[src/rtl/uart_tx_arbiter.sv]
// uart_tx_arbiter: round-robin sharing of one UART transmitter among NUM_REQ byte producers.
// Define UART_ARB_PACKET_LOCK_EN to keep multi-byte packets (terminated by req_last_i) from interleaving.
module uart_tx_arbiter #(
    parameter int NUM_REQ = 4,
    parameter int PTR_W   = $clog2(NUM_REQ)
) (
    input  logic                 clk,
    input  logic                 reset_n_i,
    input  logic [NUM_REQ-1:0]   req_valid_i,
    input  logic [8*NUM_REQ-1:0] req_data_i,
    input  logic [NUM_REQ-1:0]   req_last_i,
    output logic [NUM_REQ-1:0]   req_ready_o,
    output logic                 uart_wr_o,
    output logic [7:0]           uart_data_o,
    input  logic                 uart_busy_i,
    output logic [NUM_REQ-1:0]   grant_o,
    output logic                 busy_o
);

    typedef enum logic [1:0] {
        IDLE  = 2'd0,
        ISSUE = 2'd1,
        HOLD  = 2'd2,
        DRAIN = 2'd3
    } state_t;

    state_t             state_r;
    logic [PTR_W-1:0]   ptr_r;
    logic [NUM_REQ-1:0] grant_r;
    logic [7:0]         data_r;
    logic               wr_r;
    logic               busy_r;

    logic               lock_held_s;
    logic [NUM_REQ-1:0] eligible_s;
    logic [NUM_REQ-1:0] win_onehot_s;
    logic [PTR_W-1:0]   win_idx_s;
    logic [PTR_W-1:0]   scan_idx_s;
    logic               scan_hit_s;
    logic               win_found_s;
    logic               accept_s;
    logic [7:0]         win_data_s;

`ifdef UART_ARB_PACKET_LOCK_EN
    logic lock_r;

    assign lock_held_s = lock_r;

    // Packet lock: set by a non-final byte, released by the final byte of the packet.
    always_ff @(posedge clk or negedge reset_n_i) begin
        if (!reset_n_i) begin
            lock_r <= 1'b0;
        end else if (accept_s) begin
            lock_r <= ~req_last_i[win_idx_s];
        end else begin
            lock_r <= lock_r;
        end
    end
`else
    logic unused_last_s;

    assign unused_last_s = ^req_last_i;
    assign lock_held_s   = 1'b0;
`endif

    // While locked only the current owner may compete.
    assign eligible_s = req_valid_i & (lock_held_s ? grant_r : {NUM_REQ{1'b1}});

    // Round-robin scan starting just after the last winner.
    always_comb begin
        win_found_s = 1'b0;
        win_idx_s   = ptr_r;
        scan_idx_s  = ptr_r;
        scan_hit_s  = 1'b0;
        for (int i = 1; i <= NUM_REQ; i++) begin
            scan_idx_s  = PTR_W'((int'(ptr_r) + i) % NUM_REQ);
            scan_hit_s  = ~win_found_s & eligible_s[scan_idx_s];
            win_idx_s   = scan_hit_s ? scan_idx_s : win_idx_s;
            win_found_s = win_found_s | scan_hit_s;
        end
    end

    assign accept_s     = (state_r == IDLE) & win_found_s & ~uart_busy_i;
    assign win_onehot_s = {{(NUM_REQ-1){1'b0}}, 1'b1} << win_idx_s;
    assign win_data_s   = req_data_i[{win_idx_s, 3'b000} +: 8];
    assign req_ready_o  = accept_s ? win_onehot_s : {NUM_REQ{1'b0}};

    // Transfer sequencer: accept, one-cycle write strobe, busy blind cycle, wait for drain.
    always_ff @(posedge clk or negedge reset_n_i) begin
        if (!reset_n_i) begin
            state_r <= IDLE;
            ptr_r   <= PTR_W'(NUM_REQ - 1);
            grant_r <= {NUM_REQ{1'b0}};
            data_r  <= 8'h00;
            wr_r    <= 1'b0;
            busy_r  <= 1'b0;
        end else begin
            case (state_r)
                IDLE: begin
                    if (accept_s) begin
                        state_r <= ISSUE;
                        ptr_r   <= win_idx_s;
                        grant_r <= win_onehot_s;
                        data_r  <= win_data_s;
                        wr_r    <= 1'b1;
                        busy_r  <= 1'b1;
                    end
                end
                ISSUE: begin
                    wr_r    <= 1'b0;
                    state_r <= HOLD;
                end
                HOLD: begin
                    state_r <= DRAIN;
                end
                DRAIN: begin
                    if (!uart_busy_i) begin
                        state_r <= IDLE;
                        busy_r  <= 1'b0;
                        if (!lock_held_s) begin
                            grant_r <= {NUM_REQ{1'b0}};
                        end
                    end
                end
                default: begin
                    state_r <= IDLE;
                    wr_r    <= 1'b0;
                    busy_r  <= 1'b0;
                    grant_r <= {NUM_REQ{1'b0}};
                end
            endcase
        end
    end

    assign uart_wr_o   = wr_r;
    assign uart_data_o = data_r;
    assign grant_o     = grant_r;
    assign busy_o      = busy_r;

endmodule

[config.mk]
export PLATFORM = sky130hd
export DESIGN_NAME = uart_tx_arbiter
export DESIGN_NICKNAME = d
export VERILOG_FILES = /design/src/rtl/uart_tx_arbiter.sv
export SDC_FILE = /design/constraint.sdc
export NUM_CORES = 1
export LEC_CHECK = 0
export CORE_MARGIN = 2
export CORE_UTILIZATION = 40
export CTS_CLUSTER_SIZE = 20
export DETAILED_ROUTE_END_ITERATION = 12
export GPL_ROUTABILITY_DRIVEN = 0
export PLACE_DENSITY_LB_ADDON = 0.3
export SYNTH_ARGS = -nofsm -noshare
export SYNTH_HDL_FRONTEND = slang
export SYNTH_SLANG_ARGS = --single-unit
[constraint.sdc]
create_clock -name clk -period 3.05 [get_ports clk]
set_input_delay 0.4575 -clock clk [delete_from_list [all_inputs] [get_ports clk]]
set_output_delay 0.4575 -clock clk [all_outputs]
set_load 0.02 [all_outputs]
==> results of run 1 <==
## cells by family (layout without fill, tap and decap cells)
logic type,after synthesis,after routing,synth area share
muxes,1,1,0.00881
and+or+nand+nor,53,53,0.212
DFF,18,18,0.354
buffers and inverters,13,73,0.0665
AOI/OAI and AO/OA,45,45,0.309
adders and majority gates,5,5,0.0489
## cell type report
class	instances	area share
Multi-Input combinational cell	104	0.383
Timing Repair Buffer	65	0.327
Sequential cell	18	0.234
Tap cell	44	0.0285
Clock buffer	4	0.0188
Inverter	4	0.00777
## path summary, 6_finish.rpt
| kind | from | to | cells past startpoint |
|---|---|---|---|
| hold / removal | uart_data_o[7]$_DFFE_PN0P_ | uart_data_o[7]$_DFFE_PN0P_ | 2 |
| max in group asynchronous | reset_n_i | uart_data_o[3]$_DFFE_PN0P_ | 1 |
| min in group asynchronous | reset_n_i | uart_data_o[5]$_DFFE_PN0P_ | 1 |
| setup / recovery | req_valid_i[3] | req_ready_o[1] | 5 |
| setup reg to reg | state_r[1]$_DFFE_PN0P_ | grant_o[0]$_DFFE_PN0P_ | 6 |
| hold reg to reg | uart_data_o[7]$_DFFE_PN0P_ | uart_data_o[7]$_DFFE_PN0P_ | 2 |
## timing repair
| action | in CTS | in global routing |
|---|---|---|
| setup endpoints to repair | 1 | 2 |
| resized for setup | 1 | 2 |
| pin swaps | 0 | 0 |
## power by group
| part | switching (mW) | leakage [nW] | internal (mW) |
|---|---|---|---|
| logic | 0.623 | 0.604 | 0.521 |
| clock network | 0.0820 | 0.0210 | 0.0727 |
| registers | 0.0855 | 0.222 | 0.361 |
| total | 0.790 | 0.847 | 0.954 |
## layer usage
metal	global-route usage	vias up	wire length [um]
met2	0.382	43	1910
met5	0	-	0
met1	0.288	625	1640
met3	0.0320	2	212
met4	0.0528	0	19
li1	-	619	-
## Yosys cell counts (all sizes together), types with 2 or more instances
library cell / count / area share
and3: 16 / 0.078
buf: 7 / 0.041
o31ai: 8 / 0.070
a211oi: 16 / 0.12
a21oi: 6 / 0.026
dfrtp: 16 / 0.31
nand2b: 2 / 0.0098
a22oi: 2 / 0.012
o21ai: 7 / 0.030
nor3: 5 / 0.020
nand2: 18 / 0.053
dfstp: 2 / 0.041
ha: 5 / 0.049
inv: 4 / 0.012
nor2: 7 / 0.023
clkbuf: 2 / 0.014
o31a: 2 / 0.014
## per-stage QoR
step	cells	instance area (um2)	worst slack (ns)	util	TNS, ns
floorplan	135	1280	0.686	-	0
finish	239	1930	0.175	0.633	0
CTS	239	1930	0.0465	0.631	0
global route	239	1930	0.0250	0.633	0
detailed placement	235	1890	-0.0160	0.620	-0.0160
global placement	235	1890	0.0730	0.620	0
## sequential cells by signal, summed over array words and instances (netlist names)
register	cells
busy_o	1
grant_o	4
ptr_r	2
state_r	2
uart_wr_o	1
uart_data_o	8
## critical path: stages
cell	delay, ns
clkdlybuf4s50_1	0.55
nor4_1	0.11
or3b_1	0.46
nor3_1	0.20
clkdlybuf4s50_1	0.65
==> run_results.csv, run 1 <==
group,metric,value,unit
status,outcome,"finished clean",
final_layout,seq_area,453,um2
synth,synth_edf_count,0,
critical_path,worst_setup_path_end_kind,"output pin",
placed_design,io_buffers,56,
power_and_ir_drop,p_per_area,903,mW/mm2
clocking,clk_latency,0.30,ns
routing,wl_per_cell,15.8,um
min_path,hold_path.class,"reg -> reg",
clocking,clock_sinks,18,
critical_path,cp.arrival,2.42,ns
global_route,grt_pass1_vias,1273,
synth,synth.avg_cell_area,9.47,um2
synth,synth_async_sr_flop_share,1.00,
synth,synth_cell_type_count,36,
global_route,grt_max_degree,23,
timing,period_minus_slack,2.87,ns
final_layout,drive_gt1_frac,0.179,
placed_design,hpwl,2830,um
critical_path,crit_fanout,6,
power_and_ir_drop,peakVddDrop,555,uV
routing,routed_via_density,5.39,
power_and_ir_drop,p_leak,0.847,nW
routing,vias,1289,
floorplan,initial_core_util,0.419,
timing,max_freq,348,MHz
critical_path,reg2reg_slack,1.07,ns
floorplan,core_area,0.00305,mm2
routing,drtIter0Drc,56,
timing,fin_hold_ws,0.498,ns
floorplan,die_w,60.5,um
clocking,path_clk_slew,0.12,ns
synth,yosys_warnings,0,
synth,synth_area,0.00128,mm2
critical_path,worst-setup-path-type,"in -> out",
final_layout,final_cell_mix,"53 x clkdlybuf4s50_1, 18 x nand2_1, 16 x and3_1, 16 x dfrtp_1",
global_route,grt_overflow,0,
floorplan,ioPinCount,61,
timing,slew_headroom,0.412,
floorplan,die_h,60.5,um
timing,post-route-period-util,0.943,
clocking,cts-htree-levels,1,
timing,hold_viol_final,0,
floorplan,std_cell_rows,20,
job,maxCapViolCount,0,
final_layout,multiInputGateArea,741,um2
synth,syn_inst,135,
final_layout,layout_commonest_cell,"clkdlybuf4s50_1",
timing,worst_slew_pin_slew,0.879,ns
routing,ant_nets,0,
final_layout,fillers,274,
clocking,ctsHoldBuffers,0,
timing,fin_skew,0.00402,ns
global_route,antenna_found_initial,0,
global_route,grt_pass1_wl,6110,um
synth,yosysSeqAreaShare,0.354,
routing,route.detailed.drc,0,
routing,routed_wirelength,3770,um
final_layout,syn_to_final_growth,51.1,%
critical_path,critPathRequiredTime,2.59,ns
timing,final-setup-viol-count,0,
synth,syn_nets,183,
critical_path,critPathLaunchType,"input pin",
clocking,ctsRootBufferMaster,"clkbuf_4",
clocking,cts_setup_buffers,0,
routing,first_pass_iters,4,
clocking,cts_tree,"done",
clocking,cts_buffer_depth,2,
timing,rsz0062_at_grt,"false",
final_layout,antenna_cells,0,
timing,maxSlewViolCount,0,
clocking,cts_buffers,3,
synth,synth_seq_cells,18,
synth,ys.flop_type,"dfrtp_1",
global_route,globalRouteTotalUtil,0.219,
final_layout,final_nets,244,
floorplan,die_area,0.00367,mm2
power_and_ir_drop,power.total,1.74,mW
Note: power is estimated with default switching activity, not from simulation.
==> run 2: changes to the inputs <==
CTS_CLUSTER_SIZE = 16   (was 20)
PLACE_DENSITY = 0.78   (was unset)
PLACE_DENSITY_LB_ADDON = unset   (was 0.3)
SETUP_SLACK_MARGIN = 0.3   (was unset)
==> run_results.csv, run 2 (synthesized netlist as in run 1, its figures left out) <==
group,metric,value,unit
power_and_ir_drop,swShare,0.457,
critical_path,crit_start,"req_valid_i[3]",
critical_path,crit_fanout,4,
critical_path,slowest_delay,0.46,ns
critical_path,r2r-end,"grant_o[1]$_DFFE_PN0P_",
global_route,grt_pass1_vias,1242,
power_and_ir_drop,p_int,0.945,mW
critical_path,path_cells,"clkdlybuf4s50_1 -> nor2b_2 -> a21o_1 -> a221o_1 -> nor3_1 -> clkdlybuf4s15_1",
final_layout,final_cells,242,
job,maxCapViolCount,0,
global_route,grt_max_degree,21,
global_route,grt_overflow,0,
clocking,clock_sinks,18,
timing,max_freq,368,MHz
critical_path,cp_slowest_cell,"clkdlybuf4s50_1",
placed_design,post_dp_cell_area,0.00191,mm2
final_layout,antenna_cells,0,
clocking,cts_buffers,3,
timing,hold_viol_final,0,
critical_path,r2r_cells,6,
floorplan,ioPinCount,61,
clocking,ctsHoldBuffers,0,
placed_design,hpwl,2770,um
power_and_ir_drop,p_leak,0.826,nW
status,outcome,"finished clean",
critical_path,reg2reg_slack,1.10,ns
min_path,hold_path.class,"reg -> reg",
placed_design,pre_cts_slack,0.0505,ns
placed_design,placed_cells,238,
timing,post-route-period-util,0.890,
floorplan,die_h,60.5,um
timing,fin_skew,0.0125,ns
power_and_ir_drop,p_per_area,900,mW/mm2
routing,routed_via_density,5.24,
power_and_ir_drop,seqPwrFrac,0.258,
routing,highest-signal-layer,"met4",
clocking,cts_buffer_depth,2,
power_and_ir_drop,combPwrFrac,0.667,
clocking,ctsRootBufferMaster,"clkbuf_4",
routing,wirelength_met1,1570,um
routing,wl_met3,289,um
critical_path,r2r_start,"state_r[0]$_DFFE_PN0P_",
routing,wl_met2,1760,um
routing,first_pass_iters,4,
routing,route.detailed.drc,0,
min_path,whs_path_depth,2,
timing,slew_headroom,0.437,
floorplan,die_w,60.5,um
global_route,antenna_found_initial,0,
routing,drtIter0Drc,53,
clocking,clk_latency,0.30,ns
final_layout,largest_reg_flops,8,
clocking,cts_setup_buffers,0,
final_layout,layout_commonest_cell,"clkdlybuf4s50_1",
floorplan,core_area,0.00305,mm2
global_route,globalRouteTotalUtil,0.208,
routing,routed_wirelength,3640,um
power_and_ir_drop,switchingPower,0.795,mW
routing,vias,1269,
final_layout,drive_gt1_frac,0.192,
routing,ant_nets,0,
final_layout,final_nets,247,
clocking,cts-htree-levels,1,
critical_path,worst-setup-path-type,"in -> out",
critical_path,crit_end,"req_ready_o[0]",
timing,finalSetupTns,0,ns
timing,rsz0062_at_grt,"false",
placed_design,io_buffers,56,
global_route,grt_pass1_wl,5730,um
final_layout,final_cell_mix,"52 x clkdlybuf4s50_1, 18 x nand2_1, 16 x and3_1, 16 x dfrtp_1, 12 x buf_4",
timing,worst_slew_pin_slew,0.841,ns
timing,final-setup-viol-count,0,
critical_path,worst_setup_path_end_kind,"output pin",
timing,maxSlewViolCount,0,
power_and_ir_drop,peakVddDrop,525,uV
critical_path,critPathLaunchType,"input pin",
timing,worst_slack,0.334,ns
final_layout,fin_area,0.00193,mm2
clocking,cts_tree,"done",
power_and_ir_drop,power_frac_clock,0.075,
final_layout,syn_to_final_growth,51.2,%
critical_path,cp.arrival,2.26,ns
routing,wl_per_cell,15.0,um
floorplan,initial_core_util,0.419,
critical_path,critPathRequiredTime,2.59,ns
timing,period_minus_slack,2.72,ns
clocking,path_clk_slew,0.12,ns
floorplan,die_area,0.00367,mm2
floorplan,std_cell_rows,20,
power_and_ir_drop,power.total,1.74,mW
[run 2: cell types whose count changed in the layout (fill, tap and decap cells not counted), sizes merged]
| cell | delta |
|---|---|
| buf | +3 |
| clkbuf | +1 |
| clkdlybuf4s15 | +1 |
| clkdlybuf4s50 | -1 |
| dlygate4sd2 | +1 |
| dlymetal6s2s | -2 |
[run 2: timing repair]
action                                  4_1_cts  5_1_grt
endpoints found under the setup margin        4        2
gates resized for setup                       4        4
cloned                                        0        0
pin swaps                                     0        0
[run 2: area by class of cell]
class	count	area (um2)
Sequential cell	18	453
Multi-Input combinational cell	104	741
Tap cell	44	55.1
Timing Repair Buffer	68	643
Clock buffer	4	26.3
Fill cell	274	1120
Inverter	4	15.0
[run 2: layer usage]
layer,vias to the layer above,GRT usage
li1,623,-
met5,-,0
met4,0,0.0373
met2,53,0.384
met1,589,0.251
met3,4,0.0469
[run 2: through the flow]
stage / utilization / hold WS, ns
finish: 0.633 / 0.501
global route: 0.633 / 0.527
CTS: 0.634 / 0.502
detailed placement: 0.627 / 0.477
global placement: 0.627 / 0.461
floorplan: - / 0.162
[run 2: how the worst min path moves through the flow]
stage	start	endpoint	slack, ns
2_1_floorplan	reset_n_i	busy_o$_DFFE_PN0P_	0.16
3_3_place_gp	uart_data_o[5]$_DFFE_PN0P_	uart_data_o[5]$_DFFE_PN0P_	0.46
3_5_place_dp	uart_data_o[5]$_DFFE_PN0P_	uart_data_o[5]$_DFFE_PN0P_	0.48
4_1_cts	uart_data_o[5]$_DFFE_PN0P_	uart_data_o[5]$_DFFE_PN0P_	0.50
5_1_grt	uart_data_o[6]$_DFFE_PN0P_	uart_data_o[6]$_DFFE_PN0P_	0.53
6_report	uart_data_o[5]$_DFFE_PN0P_	uart_data_o[5]$_DFFE_PN0P_	0.50
[run 2: power by group through the flow]
| stage | registers (mW) | logic [mW] | clock network [mW] |
|---|---|---|---|
| floorplan | 0.542 | 0.651 | 0 |
| global placement | 0.443 | 1.12 | 0 |
| detailed placement | 0.454 | 1.16 | 0 |
| CTS | 0.449 | 1.16 | 0.132 |
| global route | 0.465 | 1.27 | 0.144 |
| finish | 0.449 | 1.16 | 0.130 |
[run 2: worst max-delay path: cells and delay by family]
| family | cells | cell delay (ns) |
|---|---|---|
| and+or+nand+nor | 2 | 0.42 |
| AOI/OAI and AO/OA | 2 | 0.59 |
| buffers and inverters | 2 | 0.80 |
